[config.mk]
export PLATFORM = sky130hd
export DESIGN_NAME = uart_rx_param
export DESIGN_NICKNAME = d
export VERILOG_FILES = /design/src/rtl/uart_rx_param.sv
export SDC_FILE = /design/constraint.sdc
export NUM_CORES = 1
export LEC_CHECK = 0
export ABC_AREA = 1
export CAP_MARGIN = 30
export CORE_ASPECT_RATIO = 1.5
export CORE_MARGIN = 5
export CORE_UTILIZATION = 50
export DETAILED_ROUTE_END_ITERATION = 8
export GPL_ROUTABILITY_DRIVEN = 0
export PLACE_DENSITY = 0.73
export SETUP_SLACK_MARGIN = 0.15
export SYNTH_ARGS = -nofsm -noshare
export SYNTH_HDL_FRONTEND = slang
export SYNTH_SLANG_ARGS = --single-unit
[constraint.sdc]
create_clock -name clk -period 1.83 [get_ports clk]
set_input_delay 0.549 -clock clk [delete_from_list [all_inputs] [get_ports clk]]
set_output_delay 0.549 -clock clk [all_outputs]
set_load 0.03 [all_outputs]
[src/rtl/uart_rx_param.sv]
// UART receiver with configurable data width and prescale. Each bit is decided by a 3-sample majority vote.
// It supports 1 or 2 stop bits, recovers from a held-low break, and delivers frames over a valid/ready handshake.
module uart_rx_param #(
  parameter int DATA_WIDTH = 8,
  parameter int PRESCALE_W = 6
) (
  input  logic                  clk,
  input  logic                  rstn,
  input  logic                  RX_IN,
  input  logic [PRESCALE_W-1:0] prescale,
  input  logic                  parity_enable,
  input  logic                  parity_type,
  input  logic                  two_stop,
  output logic [DATA_WIDTH-1:0] P_DATA,
  output logic                  parity_error,
  output logic                  stop_error,
  output logic                  data_valid,
  input  logic                  data_ready,
  output logic                  overrun
);

  localparam int BIT_W = (DATA_WIDTH > 8) ? 4 : 3;

  typedef enum logic [2:0] {IDLE, START, DATA, PARITY, STOP, WAIT_HIGH} state_t;

  state_t                  state;
  logic [1:0]              sync_q;
  logic                    rxs;
  logic [PRESCALE_W-1:0]   edge_cnt;
  logic [BIT_W-1:0]        bit_cnt;
  logic [PRESCALE_W-1:0]   p_q;
  logic                    par_en_q;
  logic                    par_type_q;
  logic                    two_stop_q;
  logic [DATA_WIDTH-1:0]   shift_q;
  logic                    par_acc_q;
  logic                    par_err_q;
  logic                    stop_acc_q;
  logic                    samp0_q;
  logic                    samp1_q;

  logic [PRESCALE_W-1:0]   half;
  logic                    at_s0;
  logic                    at_s1;
  logic                    at_dec;
  logic                    at_last;
  logic                    maj;
  logic                    last_stop;
  logic                    stop_err_now;
  logic                    done;

  // The third vote is taken straight from rxs so the decided bit is already
  // registered by the time edge_cnt reaches P/2+2.
  assign rxs          = sync_q[1];
  assign half         = p_q >> 1;
  assign at_s0        = (edge_cnt == half - PRESCALE_W'(1));
  assign at_s1        = (edge_cnt == half);
  assign at_dec       = (edge_cnt == half + PRESCALE_W'(1));
  assign at_last      = (edge_cnt == p_q - PRESCALE_W'(1));
  assign maj          = (samp0_q & samp1_q) | (samp0_q & rxs) | (samp1_q & rxs);
  assign last_stop    = (bit_cnt == BIT_W'(two_stop_q));
  assign stop_err_now = stop_acc_q | ~maj;
  assign done         = (state == STOP) && at_dec && last_stop;

  // NOTE: every register below is updated with <= so all flops see the
  // pre-edge values of each other, matching real hardware.
  always_ff @(posedge clk) begin
    if (!rstn) sync_q <= 2'b11;
    else       sync_q <= {sync_q[0], RX_IN};
  end

  always_ff @(posedge clk) begin
    if (!rstn) begin
      state      <= IDLE;
      edge_cnt   <= '0;
      bit_cnt    <= '0;
      p_q        <= '0;
      par_en_q   <= 1'b0;
      par_type_q <= 1'b0;
      two_stop_q <= 1'b0;
      shift_q    <= '0;
      par_acc_q  <= 1'b0;
      par_err_q  <= 1'b0;
      stop_acc_q <= 1'b0;
      samp0_q    <= 1'b1;
      samp1_q    <= 1'b1;
    end else begin
      if (state != IDLE && state != WAIT_HIGH) begin
        edge_cnt <= at_last ? '0 : edge_cnt + PRESCALE_W'(1);
        if (at_s0) samp0_q <= rxs;
        if (at_s1) samp1_q <= rxs;
      end
      case (state)
        IDLE: begin
          if (!rxs) begin
            state      <= START;
            edge_cnt   <= PRESCALE_W'(1);
            bit_cnt    <= '0;
            p_q        <= prescale;
            par_en_q   <= parity_enable;
            par_type_q <= parity_type;
            two_stop_q <= two_stop;
            par_acc_q  <= 1'b0;
            par_err_q  <= 1'b0;
            stop_acc_q <= 1'b0;
          end
        end
        START: begin
          if (at_dec && maj) begin
            state    <= IDLE;
            edge_cnt <= '0;
          end else if (at_last) begin
            state <= DATA;
          end
        end
        DATA: begin
          if (at_dec) begin
            shift_q   <= {maj, shift_q[DATA_WIDTH-1:1]};
            par_acc_q <= par_acc_q ^ maj;
          end
          if (at_last) begin
            if (bit_cnt == BIT_W'(DATA_WIDTH - 1)) begin
              bit_cnt <= '0;
              state   <= par_en_q ? PARITY : STOP;
            end else begin
              bit_cnt <= bit_cnt + BIT_W'(1);
            end
          end
        end
        PARITY: begin
          if (at_dec)  par_err_q <= ((par_acc_q ^ maj) != par_type_q);
          if (at_last) state <= STOP;
        end
        STOP: begin
          // The last stop bit ends at its decision point so a start bit
          // following immediately is still seen from IDLE.
          if (at_dec) begin
            if (last_stop) begin
              state    <= stop_err_now ? WAIT_HIGH : IDLE;
              edge_cnt <= '0;
            end else begin
              stop_acc_q <= stop_err_now;
            end
          end else if (at_last) begin
            bit_cnt <= bit_cnt + BIT_W'(1);
          end
        end
        WAIT_HIGH: if (rxs) state <= IDLE;
        default:   state <= IDLE;
      endcase
    end
  end

  always_ff @(posedge clk) begin
    if (!rstn) begin
      P_DATA       <= '0;
      parity_error <= 1'b0;
      stop_error   <= 1'b0;
      data_valid   <= 1'b0;
      overrun      <= 1'b0;
    end else begin
      overrun <= 1'b0;
      if (done) begin
        if (!data_valid || data_ready) begin
          P_DATA       <= shift_q;
          parity_error <= par_err_q;
          stop_error   <= stop_err_now;
          data_valid   <= 1'b1;
        end else begin
          overrun <= 1'b1;
        end
      end else if (data_valid && data_ready) begin
        data_valid <= 1'b0;
      end
    end
  end

endmodule
==> summary.txt, run 1 <==
Outcome
  – Status: complete, but fails checks
  – Failing checks: setup timing

Drt
  – DRC violations left: 0
  – Vias after detailed routing: 2680
  – Drt first pass iters: 4
  – Final ANT Viol Nets: 0
  – WL/cell: 13.97 µm
  – Total routed wirelength: 7098 µm
  – Vias per std cell: 5.276
  – Drt initial violations: 147

Layout
  – Nets: 457
  – Post-route insts no fill: 508
  – Area of the multi-input gates: 0.001770 mm²
  – Post-route design area: 0.003588 mm²
  – Share of cells above drive strength 1: 30.37%
  – Number of fill cells in the layout: 463
  – Register Area: 969.7 µm²
  – Antenna diodes: 0
  – Final core utilization: 66.85%
  – P&R area growth vs syn: 32.29%

STA
  – Max frequency: 531.3 MHz
  – Smallest setup slack after layout: -0.05211 ns
  – Rel. slew slack: 73.33%
  – Period utilisation layout: 102.8%
  – RSZ-0062 raised after global routing: yes
  – Final setup fails: 21
  – Count of final hold-check violations: 0
  – Final Slew Violations: 0
  – Final Critical Period: 1.882 ns
  – Post-route clock skew: 0.01059 ns
  – Worst Tran Pin Value: 0.3971 ns

Global route
  – GRT met3 Usage: 3.006%
  – Number of global-route vias before repair: 2634
  – Largest net degree at the start of global routing: 20
  – Met1 Track Usage GR: 20.26%
  – First-pass GRT wire length: 11480 µm
  – Tot GR Track Use: 20.07%
  – GRT Max-Usage Layer: met2
  – M2 GR Usage: 39.33%
  – Initial antenna violation count: 0
  – Total congestion overflow: 0

Floorplanning
  – Initial Util: 50.54%
  – Boundary pin count: 25
  – Die area: 0.007029 mm²
  – Die X: 70.14 µm
  – Core area: 0.005368 mm²
  – Row Count: 33
  – Die Ht: 100.2 µm

Power and ir drop
  – Clk network pwr share: 18.4%
  – Peak supply drop: 0.0007755 V
  – Power per cell area: 1136 mW/mm²
  – Logic pwr share: 50.4%
  – Sequential power share: 31.1%
  – Psw: 1.757 mW
  – Fraction of power spent switching nets: 43.11%
  – Int Power: 2.319 mW
  – Design Power: 4.075 mW
  – LEAKAGE: 1.572 nW

Placed design
  – Post-DP Area: 0.003183 mm²
  – Placed wire-length estimate: 5072 µm
  – Dpl cells: 490
  – Port bufs: 24

Setup path
  – Critical-path cell list: inv_4 -> ha_4 -> inv_2 -> nand2_2 -> nand2_2 -> nor2_1 -> nand2_1 -> nor2_4 -> nand2_4 -> clkinv_8 -> nand4_4 -> clkinvlp_4 -> nor2_1 -> nor2_1
  – Reg2Reg Depth: 14
  – Most numerous cell on the critical path: nor2_1
  – Critical path's slowest cell: dfxtp_4
  – WS Path Type: register to register
  – Crit-path max FO: 8
  – WP data arrival: 2.14 ns
  – CP endpoint kind: register
  – CP peak stage delay: 0.39 ns
  – WP data required: 2.08 ns
  – Startpoint Class: register

Yosys
  – Seq/Total Area, Yosys: 35.42%
  – Synth Net Count: 403
  – Synth Instances: 383
  – Synth top area cells: dfxtp_1, nand2_1, nor2_1
  – Synth area leader: dfxtp_1
  – Number of synthesized register bits: 48
  – Synth cell types: 34
  – EDFF count, synth: 0
  – Share of Yosys cell area claimed by the top area cell type: 35.42%
  – Post-synthesis cell area: 0.002713 mm²
  – Syn avg cell area: 7.083 µm²
  – Primary FF master, synth: dfxtp_1
  – Yosys warnings: 0
  – Post-synth ARST share: 0%

Clock tree
  – Num CTS Buffers: 5
  – Post-cts hold buffer count: 0
  – Sink Count: 48
  – Clk pin slew, worst setup/hold paths: 0.10 ns
  – Worst-skew pair later-pin latency: 0.31 ns
  – H-tree depth: 2
  – Max clock buf depth: 2
  – CTS tree: built
  – Root buffer cell: clkbuf_8

Worst hold path
  – Hold Crit Class: register to register
  – Hold path depth: 1

Job
  – Maxcap violations: 0
-- worst paths after layout --
kind / start / endpoint / slack (ns)
hold / removal: sync_q[0] / sync_q[1] / 0.42
setup reg to reg: p_q[2] / P_DATA[0] / -0.05
hold reg to reg: sync_q[0] / sync_q[1] / 0.42
setup / recovery: p_q[2] / P_DATA[0] / -0.05
-- synthesized netlist by cell type, drive strengths merged (4+ instances only) --
cell,count
a21oi,27
buf,6
dfxtp,48
ha,7
inv,42
nand2,100
nand3,32
nor2,48
nor3,12
o21ai,31
xnor2,4
xor2,8
-- metrics by stage --
step	TNS (ns)	hold WS (ns)	setup slack (ns)
CTS	-0.1451	0.4241	-0.03180
detailed placement	-1.029	0.4019	-0.08002
finish	-0.5595	0.4243	-0.05211
global route	-4.053	0.4426	-0.2018
global placement	-0.02247	0.3960	-0.01155
floorplan	0	0.3925	0.1058
-- cells by family (layout without fill, tap and decap cells) --
kind of cell / count (synthesis) / count (layout) / synth area share [%]
adders and majority gates: 7 / 7 / 3.229
xor gates and xnor gates: 12 / 12 / 3.875
buffers and inverters: 52 / 106 / 8.256
DFF: 48 / 48 / 35.42
AOI/OAI and AO/OA: 64 / 64 / 12.50
and+or+nand+nor: 200 / 201 / 36.72
-- power groups by stage --
stage          clock network, mW  logic, mW  registers, mW
3_5_place_dp                   0       1.71           1.29
4_1_cts                    0.759       1.86           1.27
6_report                   0.752       2.06           1.27
2_1_floorplan                  0       1.27           1.31
5_1_grt                    0.813       2.27           1.28
3_3_place_gp                   0       1.68           1.28
-- routing by layer --
layer | wire length, µm | up-vias | part of all wire (%)
li1 | - | 1346 | -
met1 | 2698 | 1252 | 38
met2 | 3968 | 63 | 56
met3 | 236 | 19 | 3.3
met4 | 194 | 0 | 2.7
met5 | 0 | - | 0
-- cell usage in the layout, fill, tap and decap left out, types with 11 or more instances in the layout --
| master | Yosys | routed |
|---|---|---|
| dlygate4sd2_1 | 0 | 11 |
| nand3_2 | 1 | 13 |
| dfxtp_1 | 48 | 45 |
| o21ai_0 | 18 | 14 |
| inv_1 | 32 | 26 |
| nand3_1 | 30 | 17 |
| a21oi_1 | 27 | 20 |
| nor2_1 | 41 | 38 |
| buf_4 | 0 | 29 |
| nand2_4 | 8 | 11 |
| o21ai_1 | 13 | 13 |
| inv_2 | 9 | 12 |
| nand2_1 | 85 | 76 |
| clkdlybuf4s50_1 | 0 | 12 |
| nand2_2 | 7 | 13 |
-- registers in the layout, summed over array words and instances (netlist names), 2 cells and up --
signal,cells
p_q,6
sync_q,2
edge_cnt,6
P_DATA,8
state,3
bit_cnt,3
shift_q,8
-- cell type report --
type	instances	share of cell area, %
inverter	43	5.126
sequential	48	27.02
timing repair inverter	1	0.2092
tap	70	2.441
clock buffer	6	2.615
timing repair buffer	54	12.80
multi-input combinational	284	49.34
clock inverter	2	0.4533
-- critical path, delay by kind of cell, from the launching register on --
family | cells | cell delay [ns]
AND/OR/NAND/NOR | 9 | 0.82
buffers and inverters | 4 | 0.35
adder cells (fa/ha/maj) | 1 | 0.26
flip-flops | 1 | 0.39
-- repair_timing --
item / CTS / global route
resized for setup: 50 / 25
setup buffers: 3 / 5
pin swaps: 28 / 12
endpoints found under the hold margin: 0 / 0
setup endpoints to repair: 46 / 37
gates cloned: 2 / 0
No activity file was read; power rests on OpenSTA's default activity.
==> inputs of run 2 (changes only) <==
- TNS_END_PERCENT: unset -> 50
==> run 2 against run 1 <==
The run still ends with setup timing left; combinational power is 9% lower; total power is 4.6% lower; sequential share of layout area is 1.2 points higher; core utilization is 2.8 points lower; die area stayed put; non-clock buffer count is 5 lower; first-iteration DRC count is 4.8% higher; flip-flop and latch count stayed put; cell count is 0.98% lower; critical path depth is 1 lower.
==> summary.txt, run 2 (synthesized netlist as in run 1, its figures left out) <==
Drt
  – Total routed wirelength: 6702 µm
  – WL/cell: 13.32 µm
  – Drt first pass iters: 5
  – Vias per std cell: 5.270
  – Drt initial violations: 154
  – DRC violations left: 0
  – Final ANT Viol Nets: 0
  – Vias after detailed routing: 2651

Worst hold path
  – Hold Crit Class: register to register

Floorplanning
  – Initial Util: 50.54%
  – Die area: 0.007029 mm²
  – Die Ht: 100.2 µm
  – Die X: 70.14 µm
  – Boundary pin count: 25
  – Core area: 0.005368 mm²
  – Row Count: 33

Job
  – Maxcap violations: 0

Power and ir drop
  – Psw: 1.661 mW
  – Fraction of power spent switching nets: 42.71%
  – Design Power: 3.889 mW
  – Logic pwr share: 48.2%
  – Int Power: 2.228 mW
  – Peak supply drop: 0.0007445 V
  – Clk network pwr share: 19.2%
  – LEAKAGE: 1.525 nW
  – Sequential power share: 32.6%
  – Power per cell area: 1132 mW/mm²

Layout
  – Nets: 452
  – Antenna diodes: 0
  – P&R area growth vs syn: 26.71%
  – Final core utilization: 64.03%
  – Share of cells above drive strength 1: 25.17%
  – Biggest regs: P_DATA: 8 flops, shift_q: 8 flops
  – Most common cell after layout, fill and taps aside: nand2_1
  – Post-route insts no fill: 503
  – Most frequent cells in the layout: nand2_1, dfxtp_1, nor2_1, nand3_1, inv_1
  – Post-route design area: 0.003437 mm²
  – Number of fill cells in the layout: 483

STA
  – Count of final hold-check violations: 0
  – Worst Tran Pin Value: 0.3529 ns
  – Period utilisation layout: 100.0%
  – Setup TNS: -0.0007749 ns
  – Smallest setup slack after layout: -0.0007749 ns
  – Post-route clock skew: 0.007347 ns
  – Final Slew Violations: 0
  – Max frequency: 546.2 MHz
  – Rel. slew slack: 76.29%
  – RSZ-0062 raised after global routing: yes
  – Final setup fails: 1
  – Final Critical Period: 1.831 ns

Setup path
  – Critical-path cell list: buf_4 -> ha_2 -> nand3_2 -> inv_1 -> nand2_1 -> nand2_1 -> nor2_4 -> nand2_4 -> inv_8 -> nand4_4 -> clkinvlp_4 -> nor2_1 -> nor2_1
  – Critical path's slowest cell: dfxtp_4
  – WP data arrival: 2.08 ns
  – CP endpoint kind: register
  – WP data required: 2.08 ns
  – WS Path Type: register to register
  – CP peak stage delay: 0.37 ns
  – Crit-path max FO: 8
  – Startpoint Class: register

Placed design
  – Placed wire-length estimate: 5072 µm
  – Dpl cells: 490
  – Post-DP Area: 0.003183 mm²
  – Port bufs: 24

Clock tree
  – Root buffer cell: clkbuf_8
  – H-tree depth: 2
  – Num CTS Buffers: 5
  – Sink Count: 48
  – Max clock buf depth: 2
  – Worst-skew pair later-pin latency: 0.31 ns
  – Clk pin slew, worst setup/hold paths: 0.10 ns
  – CTS tree: built

Global route
  – Tot GR Track Use: 19.84%
  – Initial antenna violation count: 0
  – Largest net degree at the start of global routing: 20
  – Number of global-route vias before repair: 2600
  – First-pass GRT wire length: 11360 µm
  – Total congestion overflow: 0

Outcome
  – Failing checks: setup timing
  – Status: complete, but fails checks
==> run 2: through the flow <==
stage	worst slack, ns	hold slack, ns
after floorplan	0.1058	0.3925
after global placement	-0.01155	0.3960
after detailed placement	-0.08002	0.4019
after CTS	-0.03180	0.4241
after global routing	-0.1730	0.4426
final	-0.0007749	0.4246
==> run 2: path summary, 6_finish.rpt <==
path	from	slack [ns]	end	cells past startpoint
worst max-delay path	p_q[1]	-0.0008	P_DATA[0]	13
worst min-delay path	sync_q[0]	0.42	sync_q[1]	1
worst max register to register	p_q[1]	-0.0008	P_DATA[0]	13
worst min register to register	sync_q[0]	0.42	sync_q[1]	1
==> run 2: area by class of cell <==
type                    count  area, µm²  share of cell area, %
multi-input cells         284       1669                  48.56
flip-flops and latches     48      970.9                  28.25
repair buffers             49      412.9                  12.01
inverters                  43      178.9                  5.206
clock buffers               6      93.84                  2.730
well taps                  70      87.58                  2.548
clock inverters             2      16.27                 0.4732
repair inverters            1      7.507                 0.2184
==> run 2: power by group through the flow <==
stage | sequential [mW] | clock (mW) | combinational, mW
2_1_floorplan | 1.31 | 0 | 1.27
3_3_place_gp | 1.28 | 0 | 1.68
3_5_place_dp | 1.29 | 0 | 1.71
4_1_cts | 1.27 | 0.759 | 1.82
5_1_grt | 1.28 | 0.809 | 2.08
6_report | 1.27 | 0.746 | 1.87
==> run 2: worst max-delay path, delay by kind of cell, from the launching register on <==
family,cells,cell delay [ns]
buffers and inverters,4,0.45
DFF,1,0.37
and+or+nand+nor,8,0.73
adders and majority gates,1,0.21
==> run 2: what timing repair did <==
item,in CTS,in global routing
hold buffers,0,0
setup buffers,3,0
pin swaps,24,10
gates cloned,2,0
setup endpoints to repair,46,37
gates resized for setup,35,14
==> run 2: metal layers <==
metal	part of all wire, %	GRT usage, %	vias up
met5	0	0	-
met4	2.3	9.292	0
met3	3.1	2.906	19
met2	56	38.97	59
li1	-	-	1342
met1	39	20.14	1231
